### src/rtl/usb_rx_pkt_ctrl_pkg.sv
// Shared types and constants for the USB 1.1 full-speed receive packet path.
package usb_rx_pkg;

    typedef enum logic [2:0] {
        IDLE,
        SYNC,
        PID,
        DATA,
        DONE,
        ERR
    } rx_state_t;

    // First byte on the wire, assembled LSB-first
    localparam logic [7:0] SYNC_BYTE_DEF = 8'h80;

    // PID nibbles as carried in rx_byte[3:0]
    localparam logic [3:0] PID_OUT   = 4'b0001;
    localparam logic [3:0] PID_IN    = 4'b1001;
    localparam logic [3:0] PID_SOF   = 4'b0101;
    localparam logic [3:0] PID_SETUP = 4'b1101;
    localparam logic [3:0] PID_DATA0 = 4'b0011;
    localparam logic [3:0] PID_DATA1 = 4'b1011;
    localparam logic [3:0] PID_ACK   = 4'b0010;
    localparam logic [3:0] PID_NAK   = 4'b1010;
    localparam logic [3:0] PID_STALL = 4'b1110;

    // PID byte is valid when the upper nibble is the complement of the lower
    function automatic logic pid_check_ok(input logic [7:0] b);
        return b[7:4] == ~b[3:0];
    endfunction

endpackage

### src/rtl/usb_rx_pkt_ctrl_if.sv
// Front-end to packet-controller bus: byte strobes in, PID controls and data out.
interface usb_rx_pkt_ctrl_if #(
    parameter int unsigned CNT_W = 7
);
    logic             d_edge;
    logic             byte_valid;
    logic [7:0]       rx_byte;
    logic             eop;
    logic             bit_err;
    logic             pid_set;
    logic             pid_rst;
    logic [3:0]       pid_in;
    logic [7:0]       rx_data;
    logic             rx_data_valid;
    logic [CNT_W-1:0] byte_cnt;
    logic             rx_packet_done;
    logic             rx_err;
    logic             receiving;

    // Front end / downstream side
    modport master (
        output d_edge, byte_valid, rx_byte, eop, bit_err,
        input  pid_set, pid_rst, pid_in, rx_data, rx_data_valid,
               byte_cnt, rx_packet_done, rx_err, receiving
    );

    // Packet controller side
    modport slave (
        input  d_edge, byte_valid, rx_byte, eop, bit_err,
        output pid_set, pid_rst, pid_in, rx_data, rx_data_valid,
               byte_cnt, rx_packet_done, rx_err, receiving
    );
endinterface

### src/rtl/usb_rx_pkt_ctrl_rx_byte_counter.sv
// Saturating data-byte counter with synchronous clear and terminal flag.
module rx_byte_counter #(
    parameter int unsigned MAX_BYTES = 66,
    parameter int unsigned CNT_W     = $clog2(MAX_BYTES + 1)
) (
    input  logic             clk,
    input  logic             rst,
    input  logic             clr,
    input  logic             en,
    output logic [CNT_W-1:0] cnt,
    output logic             at_max
);

    assign at_max = (cnt == CNT_W'(MAX_BYTES));

    // Count enabled bytes, holding at MAX_BYTES
    always_ff @(posedge clk or posedge rst) begin
        if (rst) begin
            cnt <= '0;
        end else if (clr) begin
            cnt <= '0;
        end else if (en && !at_max) begin
            cnt <= cnt + 1'b1;
        end
    end

endmodule

### src/rtl/usb_rx_pkt_ctrl.sv
// Receive packet controller: SYNC/PID validation, data byte pass-through,
// packet completion and error reporting.
module usb_rx_pkt_ctrl
    import usb_rx_pkg::*;
#(
    parameter logic [7:0]  SYNC_BYTE = SYNC_BYTE_DEF,
    parameter int unsigned MAX_BYTES = 66,
    parameter int unsigned CNT_W     = $clog2(MAX_BYTES + 1)
) (
    input logic             clk,
    input logic             rst,
    usb_rx_pkt_ctrl_if.slave bus
);

    rx_state_t        state;
    logic             cnt_clr;
    logic             cnt_en;
    logic             cnt_max;
    logic [CNT_W-1:0] cnt;

    // Counter controls follow the same conditions the FSM uses to accept a byte
    always_comb begin
        cnt_clr = (state == IDLE) && bus.d_edge;
        cnt_en  = (state == DATA) && bus.byte_valid && !bus.bit_err && !cnt_max;
    end

    rx_byte_counter #(
        .MAX_BYTES (MAX_BYTES),
        .CNT_W     (CNT_W)
    ) u_cnt (
        .clk    (clk),
        .rst    (rst),
        .clr    (cnt_clr),
        .en     (cnt_en),
        .cnt    (cnt),
        .at_max (cnt_max)
    );

    assign bus.byte_cnt = cnt;

    // Packet FSM with registered outputs; receiving is tracked alongside
    // each transition so it stays a flop rather than a state decode.
    always_ff @(posedge clk or posedge rst) begin
        if (rst) begin
            state              <= IDLE;
            bus.pid_set        <= 1'b0;
            bus.pid_rst        <= 1'b0;
            bus.pid_in         <= 4'hF;
            bus.rx_data        <= '0;
            bus.rx_data_valid  <= 1'b0;
            bus.rx_packet_done <= 1'b0;
            bus.rx_err         <= 1'b0;
            bus.receiving      <= 1'b0;
        end else begin
            bus.pid_set        <= 1'b0;
            bus.pid_rst        <= 1'b0;
            bus.rx_data_valid  <= 1'b0;
            bus.rx_packet_done <= 1'b0;
            case (state)
                IDLE: begin
                    if (bus.d_edge) begin
                        state         <= SYNC;
                        bus.pid_rst   <= 1'b1;
                        bus.rx_err    <= 1'b0;
                        bus.receiving <= 1'b1;
                    end
                end
                SYNC: begin
                    if (bus.bit_err) begin
                        state         <= ERR;
                        bus.pid_rst   <= 1'b1;
                        bus.rx_err    <= 1'b1;
                        bus.receiving <= 1'b0;
                    end else if (bus.byte_valid && !bus.eop && bus.rx_byte == SYNC_BYTE) begin
                        state <= PID;
                    end else if (bus.byte_valid || bus.eop) begin
                        state         <= ERR;
                        bus.rx_err    <= 1'b1;
                        bus.receiving <= 1'b0;
                    end
                end
                PID: begin
                    if (bus.bit_err) begin
                        state         <= ERR;
                        bus.pid_rst   <= 1'b1;
                        bus.rx_err    <= 1'b1;
                        bus.receiving <= 1'b0;
                    end else if (bus.byte_valid && !bus.eop) begin
                        bus.pid_in <= bus.rx_byte[3:0];
                        if (pid_check_ok(bus.rx_byte)) begin
                            state       <= DATA;
                            bus.pid_set <= 1'b1;
                        end else begin
                            state         <= ERR;
                            bus.pid_rst   <= 1'b1;
                            bus.rx_err    <= 1'b1;
                            bus.receiving <= 1'b0;
                        end
                    end else if (bus.byte_valid || bus.eop) begin
                        state         <= ERR;
                        bus.rx_err    <= 1'b1;
                        bus.receiving <= 1'b0;
                    end
                end
                DATA: begin
                    if (bus.bit_err) begin
                        state         <= ERR;
                        bus.pid_rst   <= 1'b1;
                        bus.rx_err    <= 1'b1;
                        bus.receiving <= 1'b0;
                    end else if (bus.byte_valid && cnt_max) begin
                        state         <= ERR;
                        bus.rx_err    <= 1'b1;
                        bus.receiving <= 1'b0;
                    end else begin
                        if (bus.byte_valid) begin
                            bus.rx_data       <= bus.rx_byte;
                            bus.rx_data_valid <= 1'b1;
                        end
                        if (bus.eop) begin
                            state         <= DONE;
                            bus.receiving <= 1'b0;
                        end
                    end
                end
                DONE: begin
                    bus.rx_packet_done <= 1'b1;
                    state              <= IDLE;
                end
                ERR: begin
                    if (bus.eop) begin
                        state <= IDLE;
                    end
                end
                default: state <= IDLE;
            endcase
        end
    end

endmodule
### src/flat_wrapper.sv
// flat-port wrapper written by rule: the top's interface ports become plain ports
module usb_rx_pkt_ctrl_flat import usb_rx_pkg::*;
#(
    parameter logic [7:0]  SYNC_BYTE = SYNC_BYTE_DEF,
    parameter int unsigned MAX_BYTES = 66,
    parameter int unsigned CNT_W     = $clog2(MAX_BYTES + 1)
)
  (clk, rst, bus_d_edge, bus_byte_valid, bus_rx_byte, bus_eop, bus_bit_err, bus_pid_set, bus_pid_rst, bus_pid_in, bus_rx_data, bus_rx_data_valid, bus_byte_cnt, bus_rx_packet_done, bus_rx_err, bus_receiving);
  usb_rx_pkt_ctrl_if #(.CNT_W(CNT_W)) bus_i ();
  input logic clk;
  input logic rst;
  input wire logic [$bits(bus_i.d_edge)-1:0] bus_d_edge;
  input wire logic [$bits(bus_i.byte_valid)-1:0] bus_byte_valid;
  input wire logic [$bits(bus_i.rx_byte)-1:0] bus_rx_byte;
  input wire logic [$bits(bus_i.eop)-1:0] bus_eop;
  input wire logic [$bits(bus_i.bit_err)-1:0] bus_bit_err;
  output wire logic [$bits(bus_i.pid_set)-1:0] bus_pid_set;
  output wire logic [$bits(bus_i.pid_rst)-1:0] bus_pid_rst;
  output wire logic [$bits(bus_i.pid_in)-1:0] bus_pid_in;
  output wire logic [$bits(bus_i.rx_data)-1:0] bus_rx_data;
  output wire logic [$bits(bus_i.rx_data_valid)-1:0] bus_rx_data_valid;
  output wire logic [$bits(bus_i.byte_cnt)-1:0] bus_byte_cnt;
  output wire logic [$bits(bus_i.rx_packet_done)-1:0] bus_rx_packet_done;
  output wire logic [$bits(bus_i.rx_err)-1:0] bus_rx_err;
  output wire logic [$bits(bus_i.receiving)-1:0] bus_receiving;
  assign bus_i.d_edge = bus_d_edge;
  assign bus_i.byte_valid = bus_byte_valid;
  assign bus_i.rx_byte = bus_rx_byte;
  assign bus_i.eop = bus_eop;
  assign bus_i.bit_err = bus_bit_err;
  assign bus_pid_set = bus_i.pid_set;
  assign bus_pid_rst = bus_i.pid_rst;
  assign bus_pid_in = bus_i.pid_in;
  assign bus_rx_data = bus_i.rx_data;
  assign bus_rx_data_valid = bus_i.rx_data_valid;
  assign bus_byte_cnt = bus_i.byte_cnt;
  assign bus_rx_packet_done = bus_i.rx_packet_done;
  assign bus_rx_err = bus_i.rx_err;
  assign bus_receiving = bus_i.receiving;
  usb_rx_pkt_ctrl #(.SYNC_BYTE(SYNC_BYTE), .MAX_BYTES(MAX_BYTES), .CNT_W(CNT_W)) u_core (.clk(clk), .rst(rst), .bus(bus_i));
endmodule
### config.mk
export PLATFORM = sky130hd
export DESIGN_NAME = usb_rx_pkt_ctrl_flat
export DESIGN_NICKNAME = d
export VERILOG_FILES = /design/src/rtl/usb_rx_pkt_ctrl_pkg.sv /design/src/rtl/usb_rx_pkt_ctrl_if.sv /design/src/rtl/usb_rx_pkt_ctrl_rx_byte_counter.sv /design/src/rtl/usb_rx_pkt_ctrl.sv /design/src/flat_wrapper.sv
export SDC_FILE = /design/constraint.sdc
export NUM_CORES = 1
export LEC_CHECK = 0
export CORE_MARGIN = 4
export CORE_UTILIZATION = 45
export CTS_BUF_LIST = sky130_fd_sc_hd__clkbuf_16
export DETAILED_ROUTE_END_ITERATION = 16
export HOLD_SLACK_MARGIN = 0.1
export MAX_ROUTING_LAYER = met4
export PLACE_DENSITY_LB_ADDON = 0.2
export SETUP_SLACK_MARGIN = 0.2
export SKIP_LAST_GASP = 1
export SLEW_MARGIN = 20
export SYNTH_ARGS = -nofsm -noshare
export SYNTH_HDL_FRONTEND = slang
export SYNTH_SLANG_ARGS = --single-unit
### constraint.sdc
create_clock -name clk -period 4.3 [get_ports clk]
set_clock_uncertainty 0.1 [all_clocks]
set_input_delay 0.86 -clock clk [delete_from_list [all_inputs] [get_ports clk]]
set_output_delay 0.86 -clock clk [all_outputs]
set_load 0.005 [all_outputs]
==> flow_summary.toml, run 1 <==
[outcome]
status = "finished clean"

[power_and_ir_drop]
power_frac_clock = 0.355
total_power_mw = 0.7841
p_sw_frac = 0.2624
ir_drop_mv = 0.1899
switching_power_mw = 0.2057
p_leak_nw = 0.8160
p_comb_frac = 0.220
p_int_mw = 0.5784
p_seq_frac = 0.425
power_density_nw_per_um2 = 392.9

[floorplanning]
core_region_area_um2 = 3128
die_area_um2 = 4331
dieHeight_um = 65.81
initial_core_util = 0.4808
row_count = 20
die_x_um = 65.81
pin_count = 39

[routing]
dr.pass1.iters = 4
routed-wl-met3_um = 106
drt_iter0_markers = 52
vias = 1172
wire_per_inst_um = 15.23
wl_met2_um = 1619
viasPerCell = 5.426
drc = 0
drtAntennaViolNets = 0
wl_met1_um = 1522
wl_um = 3289
top_layer = "met4"

[place]
place_area_um2 = 1891
dp_hpwl_um = 2366
numPlacedInstances = 212
numPortBuffers = 38
dp_slack_ns = 1.261
place_congestion = 0.8592

[global_route]
grt_antenna_before_repair = 0
grt_max_degree = 29
track_usage = 0.1742
overflow = 0
grt_first_pass_wirelength_um = 5754
grt_pass1_vias = 1236

[worst_setup_path]
arrival_ns = 2.84
crit_slowest_cell = "clkdlybuf4s50_1"
reg2reg_depth = 6
path_max_fanout = 6
worstPathCellList = "clkdlybuf4s50_1 > nor3b_1 > nand2_1 > o22ai_2 > nor4_2 > mux2_1"
cp_slowest_stage_delay_ns = 0.61
start_kind = "primary input"
critPathKind = "in2reg"
critPathCaptureType = "register"
required_ns = 4.35

[sta]
post-route-period-util = 0.6484
slew_viol_final = 0
rsz0062_at_grt = "false"
hold_slack_ns = 0.4125
fin_crit_ns = 2.788
worst_pin_slew_ns = 0.9029
hold_viol = 0
slew_headroom = 0.3896
fmax_mhz = 358.6
fin_ws_ns = 1.512
setup_viol = 0
fin_setup_tns_ns = 0

[synthesis]
synth.avg_cell_area_um2 = 11.14
synth_top_area_frac = 0.3993
synth_warnings = 0
synth_edf_count = 0
synth_top_area_cell = "dfrtp_1"
async_flop_share = 1.000
yosysSeqAreaShare = 0.4692
synth_top_cells_by_count = "dfrtp_1 (24), mux2_2 (12), nand2_1 (9), nor2_1 (9)"
synth_area_um2 = 1504
ys_top_cells_by_area = "dfrtp_1 (40%), mux2_2 (9.0%), dfstp_2 (7.0%), xor2_1 (2.3%), nand2_1 (2.2%)"
postSynthRegisterBits = 28
syn_nets = 151
synth_cell_type_count = 47
synth_most_common_cell = "dfrtp_1"
synthFlopType = "dfrtp_1"
synthCells = 135

[cells_and_area]
stdcell_count = 216
antenna-diode-count = 0
n_fill_cell = 257
drive_gt1_frac = 0.1919
fin_area_um2 = 1996
fin_util = 0.6380
nets = 189
area_growth_pct = 32.70

[clock_tree]
cts_buffer_depth = 2
cts_max_level = 1
cts_setup_buffers = 0
clock_sinks = 28
post_cts_resized = 0
tritoncts = "yes"
path_clk_slew_ns = 0.07
cts_root_buffer = "clkbuf_16"
worstSkewPairLatency_ns = 0.26
hold_buffers = 0
cts_buffers = 3

[flow_run]
maxCapViolations = 0

[worst_hold_path]
holdPathStages = 1
min_path_type = "reg2reg"
==> routing by layer <==
metal | vias to the layer above | global-route usage
met5 | - | -
met3 | 5 | 0.01871
met1 | 578 | 0.2416
met4 | 0 | 0.05181
met2 | 29 | 0.2703
li1 | 560 | -
==> critical path, delay by kind of cell <==
family | cells | cell delay (ns)
and+or+nand+nor | 3 | 0.73
buffers and inverters | 1 | 0.61
muxes | 1 | 0.32
AOI/OAI and AO/OA | 1 | 0.31
==> worst paths after layout <==
kind                                                   start                                 to  slack, ns
min reg2reg                u_core.bus.rx_data[0]$_DFFE_PP0P_  u_core.bus.rx_data[0]$_DFFE_PP0P_       0.41
max in group asynchronous                                rst   u_core.bus.receiving$_DFFE_PP0P_       2.85
min                        u_core.bus.rx_data[0]$_DFFE_PP0P_  u_core.bus.rx_data[0]$_DFFE_PP0P_       0.41
max reg2reg                  u_core.u_cnt.cnt[2]$_DFFE_PP0P_    u_core.u_cnt.cnt[2]$_DFFE_PP0P_       2.05
min in group asynchronous                                rst  u_core.bus.rx_data[5]$_DFFE_PP0P_       0.87
max                                           bus_byte_valid   u_core.bus.receiving$_DFFE_PP0P_       1.51
==> state kept, by name (all words and copies together), names as in the netlist <==
signal	count
u_core.bus.pid_set	1
u_core.u_cnt.cnt	7
u_core.bus.pid_rst	1
u_core.bus.rx_data	8
u_core.bus.receiving	1
u_core.bus.rx_err	1
u_core.bus.rx_packet_done	1
u_core.bus.rx_data_valid	1
u_core.state	3
u_core.bus.pid_in	4
==> cell usage in the layout, fill, tap and decap left out, drive strengths merged, types with 2 or more instances in the layout <==
master / instances
nor3b: 2
nor2: 10
and2: 2
maj3: 2
o21bai: 2
xor2: 4
nand3b: 3
mux2: 13
ha: 2
a21oi: 6
o21ai: 7
nor4: 2
nand4: 2
nor3: 4
inv: 3
dfstp: 4
nand3: 5
dfrtp: 24
clkdlybuf4s50: 38
nor4b: 2
nand2: 9
nor2b: 2
or3: 2
clkbuf: 3
xnor2: 3
==> cell type report <==
class,count,area [µm²],area share
Multi-Input combinational cell,99,738.2,0.3699
Sequential cell,28,705.7,0.3536
Clock inverter,1,30.03,0.01505
Clock buffer,3,75.07,0.03762
Tap cell,44,55.05,0.02759
Timing Repair Buffer,38,380.4,0.1906
Inverter,3,11.26,0.005643
==> power groups by stage <==
stage | clock network, mW | registers [mW] | logic [mW]
global route | 0.293 | 0.341 | 0.190
floorplan | 0 | 0.315 | 0.133
global placement | 0 | 0.337 | 0.170
finish | 0.278 | 0.333 | 0.173
CTS | 0.278 | 0.334 | 0.174
detailed placement | 0 | 0.339 | 0.174
==> logic make-up (layout without fill, tap and decap cells) <==
kind of cell	Yosys count	count (layout)	share of synthesized area
fa+ha+maj	4	4	0.02995
simple gates	51	51	0.1972
xor+xnor	7	7	0.04077
flops	28	28	0.4692
mux	13	13	0.09734
compound gates	24	24	0.1256
buf+inv	8	45	0.03993
Power figures use the tool's default switching activity.
==> run 2, diff against run 1 <==
==> constraint.sdc (replaced) <==
create_clock -name clk -period 2.6 [get_ports clk]
set_clock_uncertainty 0.1 [all_clocks]
set_input_delay 0.52 -clock clk [delete_from_list [all_inputs] [get_ports clk]]
set_output_delay 0.52 -clock clk [all_outputs]
set_load 0.005 [all_outputs]
==> run 2 against run 1 <==
Design area is 0.56% higher. Sequential power is 67% higher. Core utilization is 0.36 points higher. Setup slack worse by 1.2 ns. Critical path type unchanged. Critical endpoint unchanged. Largest power group unchanged.
==> flow_summary.toml, run 2 (synthesis results as in run 1) <==
[outcome]
status = "finished clean"

[sta]
fmax_mhz = 438.9
setup_viol = 0
fin_ws_ns = 0.3217
hold_slack_ns = 0.4074
rsz0062_at_grt = "false"
slew_headroom = 0.6166
worst_pin_slew_ns = 0.5708
fin_setup_tns_ns = 0
slew_viol_final = 0
hold_viol = 0
post-route-period-util = 0.8763
fin_crit_ns = 2.278

[cells_and_area]
final_common_cell = "clkdlybuf4s50_1"
nets = 194
reg_top3 = "u_core.bus.rx_data: 8 flops, u_core.u_cnt.cnt: 7 flops, u_core.bus.pid_in: 4 flops"
stdcell_count = 221
drive_gt1_frac = 0.2034
fin_area_um2 = 2007
antenna-diode-count = 0
largest_reg_flops = 8
regMostFlops = "u_core.bus.rx_data"
final_cell_mix = "clkdlybuf4s50_1 (38), dfrtp_1 (24), mux2_2 (12), nand2_1 (9), nor2_1 (9)"
area_growth_pct = 33.44

[place]
numPortBuffers = 38
numPlacedInstances = 217
dp_slack_ns = 0.07201
place_area_um2 = 1928
dp_hpwl_um = 2570
place_congestion = 0.8145

[clock_tree]
tritoncts = "yes"
path_clk_slew_ns = 0.07
cts_root_buffer = "clkbuf_16"
clock_sinks = 28
cts_buffer_depth = 2
cts_setup_buffers = 0
worstSkewPairLatency_ns = 0.26
cts_max_level = 1
hold_buffers = 0
cts_buffers = 3
post_cts_resized = 0

[floorplanning]
die_area_um2 = 4331
initial_core_util = 0.4808
row_count = 20
dieHeight_um = 65.81
pin_count = 39
core_region_area_um2 = 3128
die_x_um = 65.81

[worst_setup_path]
worstPathCellList = "clkdlybuf4s50_1 > nor3b_1 > nand2_1 > o22ai_2 > nor4_2 > mux2_1"
reg2reg_depth = 6
crit_slowest_cell = "clkdlybuf4s50_1"
path_max_fanout = 6
critPathCaptureType = "register"
required_ns = 2.65
cp_slowest_stage_delay_ns = 0.63
start_kind = "primary input"
critPathKind = "in2reg"
arrival_ns = 2.33

[flow_run]
maxCapViolations = 0

[routing]
viasPerCell = 5.443
drc = 0
vias = 1203
dr.pass1.iters = 4
drt_iter0_markers = 19
drtAntennaViolNets = 0
wire_per_inst_um = 15.85
wl_um = 3502

[worst_hold_path]
min_path_type = "reg2reg"
holdPathStages = 1

[global_route]
met3_usage = 0.02891
grt_first_pass_wirelength_um = 5940
track_usage = 0.1825
overflow = 0
grt_use_met1 = 0.2309
grt_pass1_vias = 1227
grtUsageMet2 = 0.3054
grt_antenna_before_repair = 0
grt_max_degree = 29
top_usage_layer = "met2"

[power_and_ir_drop]
p_leak_nw = 0.8290
ir_drop_mv = 0.2610
power_density_nw_per_um2 = 603.1
run 2: cell types whose count changed in the layout (fill, tap and decap cells not counted), sizes merged:
| cell | before | now |
|---|---|---|
| bufinv | 1 | 0 |
| buf | 0 | 5 |
| clkinv | 0 | 1 |
run 2: through the flow:
stage / utilization / total power [mW]
detailed placement: 0.6164 / 0.8601
global placement: 0.6164 / 0.8510
CTS: 0.6416 / 1.219
finish: 0.6416 / 1.210
global route: 0.6416 / 1.278
floorplan: - / 0.7407
run 2: path summary, 6_finish.rpt:
check                                                  startpoint                                 to  slack (ns)
worst min register to register  u_core.bus.rx_data[0]$_DFFE_PP0P_  u_core.bus.rx_data[0]$_DFFE_PP0P_        0.41
worst min-delay path            u_core.bus.rx_data[0]$_DFFE_PP0P_  u_core.bus.rx_data[0]$_DFFE_PP0P_        0.41
worst max register to register    u_core.u_cnt.cnt[2]$_DFFE_PP0P_    u_core.u_cnt.cnt[2]$_DFFE_PP0P_        0.39
worst max-delay path                               bus_byte_valid   u_core.bus.receiving$_DFFE_PP0P_        0.32
max in group asynchronous                                     rst   u_core.bus.pid_in[0]$_DFFE_PP1P_        1.57
min in group asynchronous                                     rst  u_core.bus.rx_data[4]$_DFFE_PP0P_        0.52
run 2: worst max-delay path: cells and delay by family:
| kind | cells | cell delay, ns |
|---|---|---|
| buf+inv | 1 | 0.63 |
| mux | 1 | 0.32 |
| compound gates | 1 | 0.24 |
| simple gates | 3 | 0.62 |
run 2: area by class of cell:
type                       count  area (µm²)
fill                         252        1121
inverter                       3       11.26
clock inverter                 1       3.754
timing repair buffer          43       417.9
tap                           44       55.05
multi-input combinational     99       738.2
clock buffer                   3       75.07
sequential                    28       705.7
run 2: where the power goes:
group | switching [mW] | total, mW | internal, mW | leakage [nW]
Clock | 0.151 | 0.357 | 0.206 | 0.0385
Combinational | 0.120 | 0.297 | 0.177 | 0.427
Sequential | 0.0760 | 0.556 | 0.480 | 0.364
Total | 0.347 | 1.21 | 0.863 | 0.829
run 2: per-layer routing:
layer / routed length, µm / up-vias / part of all wire
li1: - / 577 / -
met1: 1591 / 594 / 0.45
met2: 1773 / 28 / 0.51
met3: 110 / 4 / 0.031
met4: 27 / 0 / 0.0077
met5: 0 / - / 0
